### src/rtl/apb_efpga_lint_initiator.sv
// APB slave that forwards each access as a single lint transaction to the eFPGA.
// Hung lint handshakes are aborted by a cycle timeout; an owed response is drained before the next request.
module apb_efpga_lint_initiator #(
  parameter int unsigned TIMEOUT_CYCLES = 255,
  parameter logic [31:0] ERR_RDATA      = 32'hDEAD_BEEF
) (
  input  logic        clk_i,
  input  logic        rst_ni,
  input  logic        psel_i,
  input  logic        penable_i,
  input  logic        pwrite_i,
  input  logic [19:0] paddr_i,
  input  logic [31:0] pwdata_i,
  input  logic [3:0]  pstrb_i,
  output logic [31:0] prdata_o,
  output logic        pready_o,
  output logic        pslverr_o,
  input  logic        fpga_ready_i,
  output logic [19:0] lint_ADDR,
  output logic        lint_WEN,
  output logic        lint_REQ,
  output logic [3:0]  lint_BE,
  output logic [31:0] lint_WDATA,
  input  logic [31:0] lint_RDATA,
  input  logic        lint_GNT,
  input  logic        lint_VALID,
  output logic        timeout_o
);

  typedef enum logic [2:0] {
    IDLE  = 3'd0,
    DRAIN = 3'd1,
    REQ   = 3'd2,
    RESP  = 3'd3,
    DONE  = 3'd4
  } state_e;

  localparam logic [15:0] TMO_LAST = 16'(TIMEOUT_CYCLES - 1);

  state_e      state_r, next_state_s;
  logic [15:0] cnt_r;
  logic        drain_r;
  logic        write_r;

  logic        access_s, tmo_hit_s, wr_s;
  logic        err_s, tmo_s, drain_set_s, drain_clr_s, latch_s;

  logic [31:0] prdata_d, wdata_d;
  logic [19:0] addr_d;
  logic [3:0]  be_d;
  logic        pready_d, pslverr_d, req_d, wen_d, timeout_d;

  assign access_s  = psel_i & penable_i;
  assign tmo_hit_s = (cnt_r == TMO_LAST);
  assign latch_s   = (state_r == IDLE) & access_s;
  // the access direction is not yet latched when IDLE jumps straight to DONE
  assign wr_s      = (state_r == IDLE) ? pwrite_i : write_r;

  // state, timeout counter, drain flag and latched direction
  always_ff @(posedge clk_i or negedge rst_ni) begin
    if (!rst_ni) begin
      state_r <= IDLE;
      cnt_r   <= 16'd0;
      drain_r <= 1'b0;
      write_r <= 1'b0;
    end else begin
      state_r <= next_state_s;
      if (((next_state_s == REQ) || (next_state_s == DRAIN)) && (next_state_s != state_r)) begin
        cnt_r <= 16'd0;
      end else if ((state_r == REQ) || (state_r == RESP) || (state_r == DRAIN)) begin
        cnt_r <= cnt_r + 16'd1;
      end else begin
        cnt_r <= cnt_r;
      end
      if (drain_set_s) begin
        drain_r <= 1'b1;
      end else if (drain_clr_s) begin
        drain_r <= 1'b0;
      end else begin
        drain_r <= drain_r;
      end
      if (latch_s) begin
        write_r <= pwrite_i;
      end else begin
        write_r <= write_r;
      end
    end
  end

  // next-state decode with error, timeout and drain side conditions
  always_comb begin
    next_state_s = state_r;
    err_s        = 1'b0;
    tmo_s        = 1'b0;
    drain_set_s  = 1'b0;
    drain_clr_s  = 1'b0;
    case (state_r)
      IDLE: begin
        drain_clr_s = lint_VALID;
        if (access_s) begin
          if (!fpga_ready_i) begin
            next_state_s = DONE;
            err_s        = 1'b1;
          end else if (drain_r && !lint_VALID) begin
            next_state_s = DRAIN;
          end else begin
            next_state_s = REQ;
          end
        end else begin
          next_state_s = IDLE;
        end
      end
      DRAIN: begin
        if (lint_VALID || tmo_hit_s) begin
          next_state_s = REQ;
          drain_clr_s  = 1'b1;
          tmo_s        = ~lint_VALID;
        end else begin
          next_state_s = DRAIN;
        end
      end
      REQ: begin
        if (tmo_hit_s) begin
          next_state_s = DONE;
          err_s        = 1'b1;
          tmo_s        = 1'b1;
          drain_set_s  = lint_GNT;
        end else if (lint_GNT) begin
          next_state_s = RESP;
        end else begin
          next_state_s = REQ;
        end
      end
      RESP: begin
        if (lint_VALID) begin
          next_state_s = DONE;
        end else if (tmo_hit_s) begin
          next_state_s = DONE;
          err_s        = 1'b1;
          tmo_s        = 1'b1;
          drain_set_s  = 1'b1;
        end else begin
          next_state_s = RESP;
        end
      end
      DONE:    next_state_s = IDLE;
      default: next_state_s = IDLE;
    endcase
  end

  // next values of all registered outputs
  always_comb begin
    req_d     = (next_state_s == REQ);
    pready_d  = (next_state_s == DONE);
    pslverr_d = (next_state_s == DONE) & err_s;
    timeout_d = tmo_s;
    prdata_d  = 32'd0;
    if (next_state_s == DONE) begin
      if (wr_s) begin
        prdata_d = 32'd0;
      end else if (err_s) begin
        prdata_d = ERR_RDATA;
      end else begin
        prdata_d = lint_RDATA;
      end
    end else begin
      prdata_d = 32'd0;
    end
    if (latch_s) begin
      addr_d  = paddr_i;
      wdata_d = pwdata_i;
      wen_d   = ~pwrite_i;
      be_d    = pwrite_i ? pstrb_i : 4'hF;
    end else begin
      addr_d  = lint_ADDR;
      wdata_d = lint_WDATA;
      wen_d   = lint_WEN;
      be_d    = lint_BE;
    end
  end

  // output registers
  always_ff @(posedge clk_i or negedge rst_ni) begin
    if (!rst_ni) begin
      lint_REQ   <= 1'b0;
      lint_WEN   <= 1'b1;
      lint_ADDR  <= 20'd0;
      lint_BE    <= 4'd0;
      lint_WDATA <= 32'd0;
      prdata_o   <= 32'd0;
      pready_o   <= 1'b0;
      pslverr_o  <= 1'b0;
      timeout_o  <= 1'b0;
    end else begin
      lint_REQ   <= req_d;
      lint_WEN   <= wen_d;
      lint_ADDR  <= addr_d;
      lint_BE    <= be_d;
      lint_WDATA <= wdata_d;
      prdata_o   <= prdata_d;
      pready_o   <= pready_d;
      pslverr_o  <= pslverr_d;
      timeout_o  <= timeout_d;
    end
  end

endmodule

### config.mk
export PLATFORM = sky130hd
export DESIGN_NAME = apb_efpga_lint_initiator
export DESIGN_NICKNAME = d
export VERILOG_FILES = /design/src/rtl/apb_efpga_lint_initiator.sv
export SDC_FILE = /design/constraint.sdc
export NUM_CORES = 1
export LEC_CHECK = 0
export BUFFER_PORTS_ARGS = -buffer_cell sky130_fd_sc_hd__buf_2
export CAP_MARGIN = 25
export CORE_UTILIZATION = 52
export CTS_CLUSTER_SIZE = 8
export DETAILED_ROUTE_END_ITERATION = 8
export GPL_TIMING_DRIVEN = 0
export PLACE_DENSITY = 0.89
export SKIP_LAST_GASP = 1
export SLEW_MARGIN = 25
export SYNTH_ARGS = -nofsm -noshare
export SYNTH_HDL_FRONTEND = slang
export SYNTH_SLANG_ARGS = --single-unit
### constraint.sdc
create_clock -name clk_i -period 4.9 [get_ports clk_i]
set_input_delay 0.49 -clock clk_i [delete_from_list [all_inputs] [get_ports clk_i]]
set_output_delay 0.49 -clock clk_i [all_outputs]
set_load 0.03 [all_outputs]
### Word level (Yosys, flattened, before mapping)

Cells that the tools add are included.

| cells by class | value |
|---|---|
| reduce and logical (&&, ||, !) cells | 10 |
| multiplexer cells | 29 |
| eq/ne operators | 8 |
| add/sub/neg operators | 1 |
| bitwise gates (word level) | 5 |

Operator list:

| operator | count |
|---|---|
| $mux 32 | 3 |
| $mux 16 | 2 |
| $add 16x1->16 const B | 1 |
| $eq 16x8->1 const B | 1 |
| $mux 3 | 5 |
| $pmux 3 s4 | 1 |
| $mux 1 | 11 |
| $eq 3x2->1 const B | 3 |
| $eq 3x1->1 const B | 2 |
| $pmux 1 s3 | 2 |
| $logic_or 1x1->1 | 4 |
| $mux 2 | 2 |
| $mux 4 | 1 |
| $pmux 1 s2 | 2 |
| $reduce_bool 2->1 | 2 |
| $and 1x1->1 | 3 |
| $eq 3x3->1 const B | 1 |
| $logic_not 3->1 | 1 |
| $ne 3x3->1 | 1 |
| $logic_and 1x1->1 | 2 |
| $not 1->1 | 2 |
| $logic_not 1->1 | 1 |

| word-level totals | value |
|---|---|
| output and inout port bits | 93 |
| logic and storage cells | 66 |
| bits in registers | 114 |

### Logic depth before layout (Yosys ltp)

| logic depth | value |
|---|---|
| word-level depth | 10 |
| gate-level depth with buffers | 7 |
| gate-level depth less buffers | 6 |

### Worst setup path before layout

Ideal clock, no wire load.

| timing | value |
|---|---|
| kind | input to register |
| start point | input port penable_i |
| end point | register lint_ADDR[0] |
| buffers on the path | 2 |
| stages | 5 |
| library setup time | 0.125 ns |
| arrival time | 1.557 ns |
| setup slack | 3.219 ns |
| path through | nor2b_1 clkdlybuf4s15_2 nand2_2 buf_2 mux2_2 |

| on the way | value |
|---|---|
| cells in the longest elaborated chain, start to end | 2 |

RTL lines:

| element | RTL line | source |
|---|---|---|
| start, declared | 10 | `input logic penable_i,` |
| $and 1x1->1 | 53 | `assign access_s = psel_i & penable_i;` |
| $and 1x1->1 | 55 | `assign latch_s = (state_r == IDLE) & access_s;` |
| end signal, assigned | 197 | `lint_ADDR <= addr_d;` |
| end, declared | 19 | `output logic [19:0] lint_ADDR,` |

No other way between the ends.
A chain may end at the register's enable or synchronous reset.

### Worst setup path after layout

| timing | value |
|---|---|
| start point | register cnt_r[0] |
| end point | register cnt_r[0] |

| on the way | value |
|---|---|
| cells in the longest elaborated chain, start to end | 8 |
| elaborated cells between the ends (all ways) | 16 |
| those cells by class | add/sub: 1; eq/ne: 4; mux: 7; reduce/logical: 4 |

RTL lines:

| element | RTL line | source |
|---|---|---|
| start, declared | 41 | `logic [15:0] cnt_r;` |
| start signal, assigned | 71 | `cnt_r <= cnt_r + 16'd1;` |
| start signal, assigned | 73 | `cnt_r <= cnt_r;` |
| $eq 16x8->1 | 54 | `assign tmo_hit_s = (cnt_r == TMO_LAST);` |
| $mux 3 or $logic_or 1x1->1 (tied branches) | 137, 114 |  |
| $mux 3 or $mux 2 (tied branches) | 135, 114 |  |
| $pmux 3 s4 | 97 | `case (state_r)` |
| $eq 3x2->1 or $eq 3x1->1 (tied branches) | 68 | `if (((next_state_s == REQ) \|\| (next_state_s == DRAIN)) && (next_state_s != state_r)) begin` |
| $logic_or 1x1->1 | 68 |  |
| $logic_and 1x1->1 | 68 |  |
| $mux 16 or $reduce_bool 2->1 (tied branches) | - |  |

Several ways; a longest one is shown, not always the timed one. The select of a mux whose other input is x is not followed.

==> metrics.csv <==
stage,metric,value,unit
run_status,status,finished clean,
setup_path,rrSetupSlack,2.87,ns
timing,skew,0.0110,ns
clock_network,clock_latency,0.50,ns
timing,rsz0062_at_grt,no,
hold_path,hold_path_class,input port to flip-flop,
setup_path,critPathMaxFanout,10,
drt,wirelength,10600,um
clock_network,cts_buffers,17,
final_layout,area_delta_synth_final,37.2,%
logic_synthesis,synth-seq-cells,114,
final_layout,utilization,73.4,%
drt,wl_per_cell,15.9,um
clock_network,cts_hold_buf,1,
drt,via_count,3436,
clock_network,cts_buffer_depth,2,
run,maxCapViolations,0,
pwr,p_leak,3.25,nW
logic_synthesis,synthArstFlopShare,100,%
drt,ant_nets,0,
timing,slew_headroom,63.7,%
final_layout,fillers,604,
timing,setup_ws,2.87,ns
drt,firstDrtPassIters,4,
clock_network,cts_resized,0,
logic_synthesis,synth_edf_count,0,
setup_path,cp-end-kind,flip-flop,
floorplanning,coreArea,8680,um2
placed_design,dpl.hpwl,7770,um
clock_network,cts_root_buf,clkbuf_8,
grt,grt_pass1_vias,3283,
timing,fin_crit_sh,41.4,%
floorplanning,die_h,96.5,um
placed_design,gp_congestion,0.855,
logic_synthesis,syn-cell-area,4640,um2
final_layout,fin_area,6370,um2
drt,drc_errors,0,
placed_design,port_buffers,188,
grt,grt_pass1_wl,15600,um
floorplanning,pin_count,189,
pwr,ir_drop,0.443,mV
floorplanning,floorplan.rows,34,
timing,fin_crit,2.03,ns
logic_synthesis,synth_nets,438,
clock_network,cts.sinks,114,
setup_path,cp.required,5.28,ns
logic_synthesis,synth.top_cell.area_share,60.9,%
floorplanning,die_area,9310,um2
logic_synthesis,yosysUniqueCellTypes,51,
setup_path,arrival,2.41,ns
clock_network,clk_pin_slew,0.06,ns
setup_path,cp-start-kind,flip-flop,
timing,fin_setup_tns,0,ns
timing,fmax,492,MHz
timing,setup_viol,0,
timing,drv_slew,0,
grt,gr-total-overflow,0,
setup_path,crit_slowest_cell,o21ai_1,
logic_synthesis,synthTopCellsByCount,"113 x dfrtp_1, 53 x mux2_2, 24 x o21a_1, 15 x nor2_1, 13 x nand2_1",
placed_design,dp.cells,637,
logic_synthesis,yosys-top-cells-area,"dfrtp_1 61%, mux2_2 13%, o21a_1 3.9%, xor2_1 1.7%, and2_1 1.3%",
pwr,power_density,653,nW/um2
floorplanning,fp.dieW,96.5,um
setup_path,criticalPathCategory,flip-flop to flip-flop,
grt,grt_usage,23.0,%
logic_synthesis,synth_top_flop_cell,dfrtp_1,
final_layout,drive_above_1_share,53.4,%
clock_network,htree_levels,4,
placed_design,post-place-ws,2.86,ns
logic_synthesis,seq_area_frac_synth,61.4,%
logic_synthesis,avgSynthCellArea,13.7,um2
pwr,power,4.16,mW
placed_design,place_area,5750,um2
clock_network,post_cts_buffers,0,
floorplanning,initial_core_util,53.5,%
grt,grt_max_degree,71,
grt,antenna_found_initial,0,
drt,first_iter_violations,140,
setup_path,cp_cell_sequence,inv_1 > ha_1 > nor4b_4 > a41oi_1 > o21ai_1 > buf_4 > nor2_1,
timing,hold_violations,0,
final_layout,diodes,0,
timing,worst_slew_pin_slew,0.541,ns
logic_synthesis,yosysTopAreaCell,dfrtp_1,
setup_path,slowest_delay,0.46,ns
clock_network,cts_tree,built,
logic_synthesis,yosysMostFrequentCell,dfrtp_1,
logic_synthesis,syn_inst,340,
final_layout,fin_cells,670,
logic_synthesis,ys.warnings.count,0,
timing,worst_hold_slack,0.200,ns
final_layout,final_nets,647,
drt,vias_per_cell,5.13,
## path summary, 6_finish.rpt
check / start / end / depth (start not counted)
max: cnt_r[0]$_DFFE_PN0P_ / cnt_r[0]$_DFFE_PN0P_ / 7
max reg2reg: cnt_r[0]$_DFFE_PN0P_ / cnt_r[0]$_DFFE_PN0P_ / 7
min in group asynchronous: rst_ni / state_r[1]$_DFF_PN0_ / 2
min: lint_RDATA[17] / prdata_o[17]$_DFF_PN0_ / 2
min reg2reg: lint_BE[3]$_DFFE_PN0P_ / lint_BE[3]$_DFFE_PN0P_ / 2
max in group asynchronous: rst_ni / cnt_r[12]$_DFFE_PN0P_ / 3
## layer usage
metal	track usage [%]	routed length, um	up-vias
met5	0	0	-
met4	7.97	93	0
met3	7.36	679	6
met2	40.1	5710	131
met1	26.5	4150	1676
li1	-	-	1623
## cells by family (layout without fill, tap and decap cells)
kind of cell / count (synthesis) / count (layout) / share of synthesized area (%)
xor gates and xnor gates: 10 / 10 / 1.89
DFF: 114 / 114 / 61.4
and+or+nand+nor: 82 / 82 / 11.3
adders and majority gates: 2 / 2 / 0.539
buffers and inverters: 20 / 242 / 2.83
AOI/OAI and AO/OA: 59 / 59 / 9.19
muxes: 53 / 53 / 12.9
## flip-flops by register name, indices dropped and copies added (netlist names)
signal / cells
pready_o: 1
lint_WEN: 1
lint_ADDR: 20
lint_BE: 4
state_r: 3
pslverr_o: 1
lint_REQ: 1
write_r: 1
cnt_r: 16
lint_WDATA: 32
prdata_o: 32
timeout_o: 1
drain_r: 1
## placed cells by master, fill, tap and decap left out, types with 2 or more instances in the layout
cell type	instances
buf_2	193
buf_6	5
nand3_1	6
ha_1	2
or4_1	2
clkinvlp_4	2
o31ai_1	3
and4_1	2
a21oi_1	8
and4bb_2	2
and3_1	3
o21a_1	24
xor2_1	9
a31oi_1	2
nand2_1	13
nand4_1	6
clkinv_4	3
clkinv_2	3
nor2_1	15
or3_1	3
nand2b_1	4
o21ai_0	11
clkbuf_16	16
dfrtp_1	113
nor2b_1	5
and2_1	10
mux2_2	53
clkbuf_1	3
buf_4	3
inv_1	5
bufinv_16	4
## critical path, delay by kind of cell (launching register included)
family	cells	cell delay, ns
fa+ha+maj	1	0.13
compound gates	2	0.62
simple gates	2	0.37
flops	1	0.42
buf+inv	2	0.36
## layout make-up
cell class	count	area, um2	share of cell area (%)
repair buffers	190	985	15.5
flip-flops and latches	114	2850	44.8
inverters	5	18.8	0.295
clock inverters	13	185	2.91
well taps	108	135	2.12
plain buffers	15	113	1.77
multi-input cells	206	1660	26.0
clock buffers	19	422	6.62
## where the power goes
part | switching [mW] | internal, mW
logic | 0.963 | 0.545
clock network | 0.429 | 0.826
registers | 0.156 | 1.24
total | 1.55 | 2.61
No activity file was read; power rests on OpenSTA's default activity.
